**src/rtl/uart_tx_arbiter.sv**
```systemverilog
// Round-robin arbiter feeding four byte requesters into a single UART transmitter.
// Handshakes with the UART through a synchronized tx_rdy and a registered strobe.
module uart_tx_arbiter #(
  parameter int unsigned STB_TIMEOUT = 1024
) (
  input  logic       clk,
  input  logic       res_n,
  input  logic [3:0] req,
  input  logic [7:0] req_byte0,
  input  logic [7:0] req_byte1,
  input  logic [7:0] req_byte2,
  input  logic [7:0] req_byte3,
  output logic [3:0] ack,
  output logic       err,
  output logic [1:0] grant_id,
  output logic       busy,
  output logic [7:0] tx_byte,
  output logic       stb,
  input  logic       tx_rdy
);

  localparam int CNT_W = $clog2(STB_TIMEOUT + 1);
  localparam logic [CNT_W-1:0] CNT_MAX = CNT_W'(STB_TIMEOUT);

  localparam logic [1:0] S_IDLE   = 2'd0;
  localparam logic [1:0] S_STROBE = 2'd1;
  localparam logic [1:0] S_BUSY   = 2'd2;
  localparam logic [1:0] S_DONE   = 2'd3;

  logic [1:0]       state;
  logic             rdy_m;
  logic             rdy_s;
  logic [1:0]       next_start;
  logic [CNT_W-1:0] stb_cnt;
  logic [3:0]       rr_mask;
  logic [3:0]       masked;
  logic [1:0]       winner;
  logic [7:0]       winner_byte;
  logic [3:0]       grant_onehot;

  function automatic logic [1:0] first_one(input logic [3:0] v);
    casez (v)
      4'b???1: first_one = 2'd0;
      4'b??10: first_one = 2'd1;
      4'b?100: first_one = 2'd2;
      default: first_one = 2'd3;
    endcase
  endfunction

  // tx_rdy comes from the UART clock domain; reset value 1 means "idle".
  always_ff @(posedge clk or negedge res_n) begin
    if (!res_n) begin
      rdy_m <= 1'b1;
      rdy_s <= 1'b1;
    end else begin
      rdy_m <= tx_rdy;
      rdy_s <= rdy_m;
    end
  end

  // Requests at or above the pointer win first; otherwise wrap to the lowest index.
  always_comb begin
    rr_mask = 4'b1111 << next_start;
    masked  = req & rr_mask;
    winner  = (masked != 4'b0000) ? first_one(masked) : first_one(req);
    case (winner)
      2'd0:    winner_byte = req_byte0;
      2'd1:    winner_byte = req_byte1;
      2'd2:    winner_byte = req_byte2;
      default: winner_byte = req_byte3;
    endcase
  end

  assign grant_onehot = 4'b0001 << grant_id;

  // Separate pointer so the first search after reset starts at 0 although grant_id is also 0.
  always_ff @(posedge clk or negedge res_n) begin
    if (!res_n) begin
      state      <= S_IDLE;
      stb        <= 1'b0;
      tx_byte    <= 8'h00;
      ack        <= 4'b0000;
      err        <= 1'b0;
      busy       <= 1'b0;
      grant_id   <= 2'd0;
      next_start <= 2'd0;
      stb_cnt    <= '0;
    end else begin
      ack <= 4'b0000;
      err <= 1'b0;
      case (state)
        S_IDLE: begin
          if ((req != 4'b0000) && rdy_s) begin
            tx_byte    <= winner_byte;
            grant_id   <= winner;
            next_start <= winner + 2'd1;
            stb        <= 1'b1;
            busy       <= 1'b1;
            stb_cnt    <= '0;
            state      <= S_STROBE;
          end
        end
        S_STROBE: begin
          if (!rdy_s) begin
            stb   <= 1'b0;
            ack   <= grant_onehot;
            state <= S_BUSY;
          end else if (stb_cnt == CNT_MAX) begin
            stb   <= 1'b0;
            ack   <= grant_onehot;
            err   <= 1'b1;
            state <= S_DONE;
          end else begin
            stb_cnt <= stb_cnt + CNT_W'(1);
          end
        end
        S_BUSY: begin
          if (rdy_s) begin
            state <= S_DONE;
          end
        end
        S_DONE: begin
          busy    <= 1'b0;
          stb_cnt <= '0;
          state   <= S_IDLE;
        end
        default: begin
          stb   <= 1'b0;
          busy  <= 1'b0;
          state <= S_IDLE;
        end
      endcase
    end
  end

  ack_onehot: assert property (@(posedge clk) disable iff (!res_n) $onehot0(ack));
  err_with_ack: assert property (@(posedge clk) disable iff (!res_n) err |-> (ack != 4'b0000));

endmodule
```
**config.mk**
```make
export PLATFORM = sky130hd
export DESIGN_NAME = uart_tx_arbiter
export DESIGN_NICKNAME = d
export VERILOG_FILES = /design/src/rtl/uart_tx_arbiter.sv
export SDC_FILE = /design/constraint.sdc
export NUM_CORES = 1
export LEC_CHECK = 0
export ABC_AREA = 1
export CAP_MARGIN = 20
export CORE_ASPECT_RATIO = 1.2
export CORE_UTILIZATION = 52
export CTS_CLUSTER_DIAMETER = 200
export CTS_CLUSTER_SIZE = 28
export DETAILED_ROUTE_END_ITERATION = 12
export GPL_TIMING_DRIVEN = 0
export PLACE_DENSITY = 0.85
export SYNTH_ARGS = -nofsm -noshare
export SYNTH_HDL_FRONTEND = slang
export SYNTH_SLANG_ARGS = --single-unit
```
**constraint.sdc**
```tcl
create_clock -name clk -period 2.9 [get_ports clk]
set_input_delay 0.58 -clock clk [delete_from_list [all_inputs] [get_ports clk]]
set_output_delay 0.58 -clock clk [all_outputs]
set_load 0.02 [all_outputs]
```
# After elaboration in Yosys (flattened, before gate mapping)
# Index checks and enable logic that the tools add are counted.
totals:
  in_bits: 39
  mem_count: 0
  elab_cells: 68
  ram_bits: 0
  out_inout_bits: 17
  latchBits: 0
  regBits: 34
  romBits: 0
classes:
  n_reduce_logical: 13
  n_mul: 0
  add_sub_neg: 2
  magnitude_cmp: 0
  div: 0
  n_eq_ne: 15
  bitwise: 1
  n_shift: 2
  mux: 24
ops:
  columns: ["cell", "n"]
  rows:
  - ["11-bit 2-to-1 mux", 3]
  - ["11-bit case mux with 3 select lines", 1]
  - ["8-bit case mux with 3 select lines", 1]
  - ["4-bit 2-to-1 mux", 3]
  - ["2-bit case mux with 3 select lines", 2]
  - ["11-bit by 1-bit adder with 11-bit output, second input constant", 1]
  - ["11-bit equality test, second input constant", 1]
  - ["2-bit equality test, second input constant", 5]
  - ["2-bit 2-to-1 mux", 5]
  - ["2-bit != test, second input constant", 4]
  - ["2-bit case mux with 4 select lines", 1]
  - ["4-bit nonzero test", 2]
  - ["3-bit equality test, second input constant", 2]
  - ["1-bit 2-to-1 mux", 6]
  - ["3-bit AND reduction", 2]
  - ["4-bit bitwise AND", 1]
  - ["2-bit by 1-bit equality test with 1-bit output, second input constant", 2]
  - ["2-bit zero test", 2]
  - ["1-bit case mux with 2 select lines", 2]
  - ["2-bit AND reduction", 2]
  - ["4-bit AND reduction", 1]
  - ["2-bit nonzero test", 2]
  - ["1-bit by 2-bit << shifter with 4-bit output, first input constant", 1]
  - ["4-bit by 2-bit << shifter with 4-bit output, first input constant", 1]
  - ["4 further kinds", 4]

# Depth between registers and ports, before layout
logic_depth:
  word_depth: 7
  ltp_mapped: 13
  mapped_depth_nobuf: 12

# Worst setup path after synthesis
# OpenSTA, ideal clock, no wires.
synth_path:
  kind: "input port to flip-flop"
  start: "input req[2]"
  end: "register tx_byte[2]"
  stages: 10
  arrival_ps: 1938
  slack_ps: 835
  path_buffers: 1
  path_cell_list: "o21ai_1 -> nand2_1 -> o21ai_0 -> inv_1 -> ha_1 -> inv_1 -> clkbuf_1 -> nand4_1 -> o21ai_0 -> o21ai_0"
synth_via:
  elab_chain_len: 6
  elab_cells_between_ends: 14
synth_rtl:
  columns: ["element", "line_no", "text"]
  rows:
  - ["start, declared", "8", "input logic [3:0] req,"]
  - ["4-bit bitwise AND", "64", "masked = req & rr_mask;"]
  - ["3-bit equality test", "42", "casez (v)"]
  - ["2-bit case mux with 3 select lines", "42", null]
  - ["2-bit 2-to-1 mux *", "65", "winner = (masked != 4'b0000) ? first_one(masked) : first_one(req);"]
  - ["named net winner[1]", "37", "logic [1:0] winner;"]
  - ["2-bit equality test, or another cell as far along", "66", "case (winner)"]
  - ["8-bit case mux with 3 select lines *", "66", null]
  - ["end signal, assigned", "94", "tx_byte <= winner_byte;"]
  - ["end, declared", "17", "output logic [7:0] tx_byte,"]
# Mark *: on every way through the listed nets, which the timed path passes. The rest lies on a longest branch.
# A chain may end at the register's enable or synchronous reset.

# Worst setup path after layout
layout_path:
  start: "input req[2]"
  end: "register tx_byte[3]"
# The elaborated chain is that of the path after synthesis.

==> metrics.md <==
| Metric | Value |
|---|---|
| Initial DRC count | `92` |
| Post-Syn Instances | `289` |
| Routed wl met2 | `2398 um` |
| Antenna violations before repair | `0` |
| Crit path DAT | `2.88 ns` |
| Unrepaired setup endpoints after global routing | `false` |
| Worst vdd ir | `0.5715 mV` |
| Status | `completed` |
| Largest net degree at the start of global routing | `35` |
| Setup TNS | `0 ns` |
| Area Overhead vs Synth | `34.04%` |
| HPWL Detailed | `3545 um` |
| Worst setup margin | `0.1820 ns` |
| Core area | `3724 um^2` |
| Leading area contributor after synthesis | `dfrtp_1` |
| Final cell area excluding filler cells | `2764 um^2` |
| Reg-to-reg slack, setup | `0.46 ns` |
| Rows | `24` |
| Power Total | `0.002181 W` |
| Root Buffer Master | `clkbuf_8` |
| Die Height | `70.98 um` |
| Max-slew headroom | `48.85%` |
| Slowest-stage cell, CP | `clkdlybuf4s50_1` |
| Max Buffers Root-to-Sink | `2` |
| Clock skew | `0.007091 ns` |
| Tcrit/Tclk final | `93.72%` |
| Pleak | `1.316 nW` |
| CTS clk-pin slew, worst paths | `0.07 ns` |
| Clk Latency, worst-skew pair | `0.29 ns` |
| Hold Path Class | `input pin to async pin` |
| Buf/Inv on CP | `4` |
| Worst setup EP type | `flop` |
| Vias in the first global route | `1,956` |
| Drt wl/cell | `11.38 um` |
| CP Launch Point | `req[2]` |
| Met1 WL | `1794 um` |
| Die X | `59.49 um` |
| # Max-Cap Violations | `0` |
| Fillers | `304` |
| Cts repair resizes | `0` |
| IO Port Bufs | `55` |
| CTS buffer count | `5` |
| Met3 WL | `288 um` |
| # DRC | `0` |
| H-tree Lvls | `2` |
| Starting density of the core | `55.38%` |
| Most used cell, CP | `o21ai_0` |
| Final setup vio count | `0` |
| DR vias/cell | `5.007` |
| First-pass GRT wire length | `7866 um` |
| Syn Std Cell Area | `2062 um^2` |
| Warning count from the yosys run | `0` |
| WS Path Type | `input pin to flop` |
| Vias | `2,023` |
| PwrDens | `789.1 nW/um^2` |
| Die area | `4222 um^2` |
| TritonRoute pass-1 iters | `4` |
| # clock sinks | `34` |
| Fmax | `367.9 MHz` |
| CP Launch Type | `input pin` |
| Synth Register Bits | `34` |
| Top sig layer | `met4` |
| Final net count | `401` |
| Crit path largest cell delay | `0.45 ns` |
| Global-route usage over all layers | `24.82%` |
| Final min period | `2.718 ns` |
| Hold Buf Count CTS | `0` |
| Gpl congestion | `0.8491` |
| CP delay by family, top | `buffers and inverters` |
| Pre-CTS setup slack | `-0.02064 ns` |
| Post-synthesis sequential area ratio | `41.38%` |
| Final Hold Vio Count | `0` |
| Worst-margin pin slew | `0.7673 ns` |
| CTS tree | `built` |
| Slew Viols, Final | `0` |
| Netlist cell types | `24` |
| WL final | `4599 um` |
| CP Data Required Time | `3.06 ns` |
| Antenna cell count | `0` |
| Post-CTS setup buffers | `0` |
| Ports | `56` |
| Share of layout cells above drive strength 1 | `6.818%` |
| Syn nets | `339` |
| Grt total ovfl | `0` |
| Top cell type's share of synthesized area | `38.83%` |
| Syn avg cell area | `7.135 um^2` |
| Cell Chain, Critical Path | `clkdlybuf4s50_1 > o21ai_1 > nand2_1 > o21ai_0 > inv_1 > ha_1 > inv_1 > clkbuf_1 > nand4_1 > o21ai_0 > o21ai_0` |
| Worst-path fanout max | `10` |
| Post-route ant nets | `0` |
| FF-to-FF Start | `next_start[1]` |
| Top cells by area, synth | `dfrtp_1 (39%), nand2_1 (21%), ha_1 (6.7%)` |
| Area after DPL | `2673 um^2` |
## registers in the layout, summed over array words and instances, names as in the netlist
name        flops
rdy_m           1
busy            1
ack             4
stb_cnt        11
err             1
grant_id        2
next_start      2
stb             1
state           2
rdy_s           1
tx_byte         8
## cells by family (layout without fill, tap and decap cells)
logic type      count (synthesis)  count (layout)  synth area share, %
flops                          34              34                41.38
simple gates                  176             176                35.01
compound gates                 28              28                7.099
buf+inv                        33              96                6.857
fa+ha+maj                      11              11                6.675
xor+xnor                        7               7                2.973
## layout make-up
cell class | count | area [um^2] | share of cell area [%]
multi-input cells | 222 | 1067 | 38.61
well taps | 52 | 65.06 | 2.354
flip-flops and latches | 34 | 853.3 | 30.87
repair buffers | 55 | 545.5 | 19.74
plain buffers | 11 | 58.81 | 2.128
clock inverters | 1 | 5.005 | 0.1811
inverters | 22 | 82.58 | 2.988
clock buffers | 7 | 86.33 | 3.124
## cells in the mapped netlist
cell	count
nand2_1	114
dfrtp_1	32
nor2_1	31
inv_1	22
o21ai_0	20
ha_1	11
nand3_1	11
nand4_1	11
nor2_2	5
buf_2	4
clkbuf_1	4
xor2_1	4
a21oi_1	3
o21ai_1	3
xnor2_1	3
dfstp_2	2
nor3_1	2
a2bb2oi_1	1
buf_4	1
buf_6	1
clkbuf_2	1
nand2_2	1
o21bai_1	1
or2_2	1
## per-layer routing
metal,GRT usage [%],up-vias
li1,-,1031
met1,24.17,918
met2,45.44,62
met3,8.592,12
met4,11.11,0
met5,0,-
## worst paths after layout
check                           depth (start not counted)    endpoint
worst max-delay path                                   11  tx_byte[3]
worst min-delay path                                    1  stb_cnt[3]
worst max register to register                         11  tx_byte[3]
worst min register to register                          0       rdy_s
max in group asynchronous                               1    state[1]
min in group clk                                        0       rdy_s
## per-stage QoR
step	instances	hold slack (ns)	utilization [%]
2_1_floorplan	289	0.2844	-
3_3_place_gp	396	0.3456	71.91
3_5_place_dp	396	0.3533	71.77
4_1_cts	404	0.3624	74.23
5_1_grt	404	0.3679	74.23
6_report	404	0.3609	74.23
## layout by cell type, fill, tap and decap left out
cell,netlist,final
a2bb2oi_1,1,1
ha_1,11,11
a21oi_1,3,3
nand4_1,11,11
nand2_1,114,114
clkbuf_8,0,6
buf_2,4,5
inv_1,22,22
xnor2_1,3,3
clkbuf_1,4,5
clkdlybuf4s50_1,0,54
clkbuf_2,1,1
o21ai_0,20,20
o21bai_1,1,1
dfstp_2,2,2
nor2_2,5,5
nor3_1,2,2
dfrtp_1,32,32
nand3_1,11,11
o21ai_1,3,3
xor2_1,4,4
buf_4,1,1
buf_6,1,1
nand2_2,1,1
or2_2,1,1
nor2_1,31,31
clkinv_2,0,1
## where the power goes
part	switching [W]	leakage, nW	internal (W)	total, W
combinational	0.000662	0.826	0.000467	0.00113
sequential	0.0000902	0.442	0.000602	0.000692
clock	0.000168	0.0482	0.000191	0.000360
## worst register-to-register path: cells and delay by family, from the launching register on
family / cells / cell delay, ns
AO/OA/AOI/OAI: 4 / 0.81
buffers and inverters: 4 / 0.74
flip-flops: 1 / 0.35
AND/OR/NAND/NOR: 2 / 0.21
adder cells (fa/ha/maj): 1 / 0.21
Note: power is estimated with default switching activity, not from simulation.
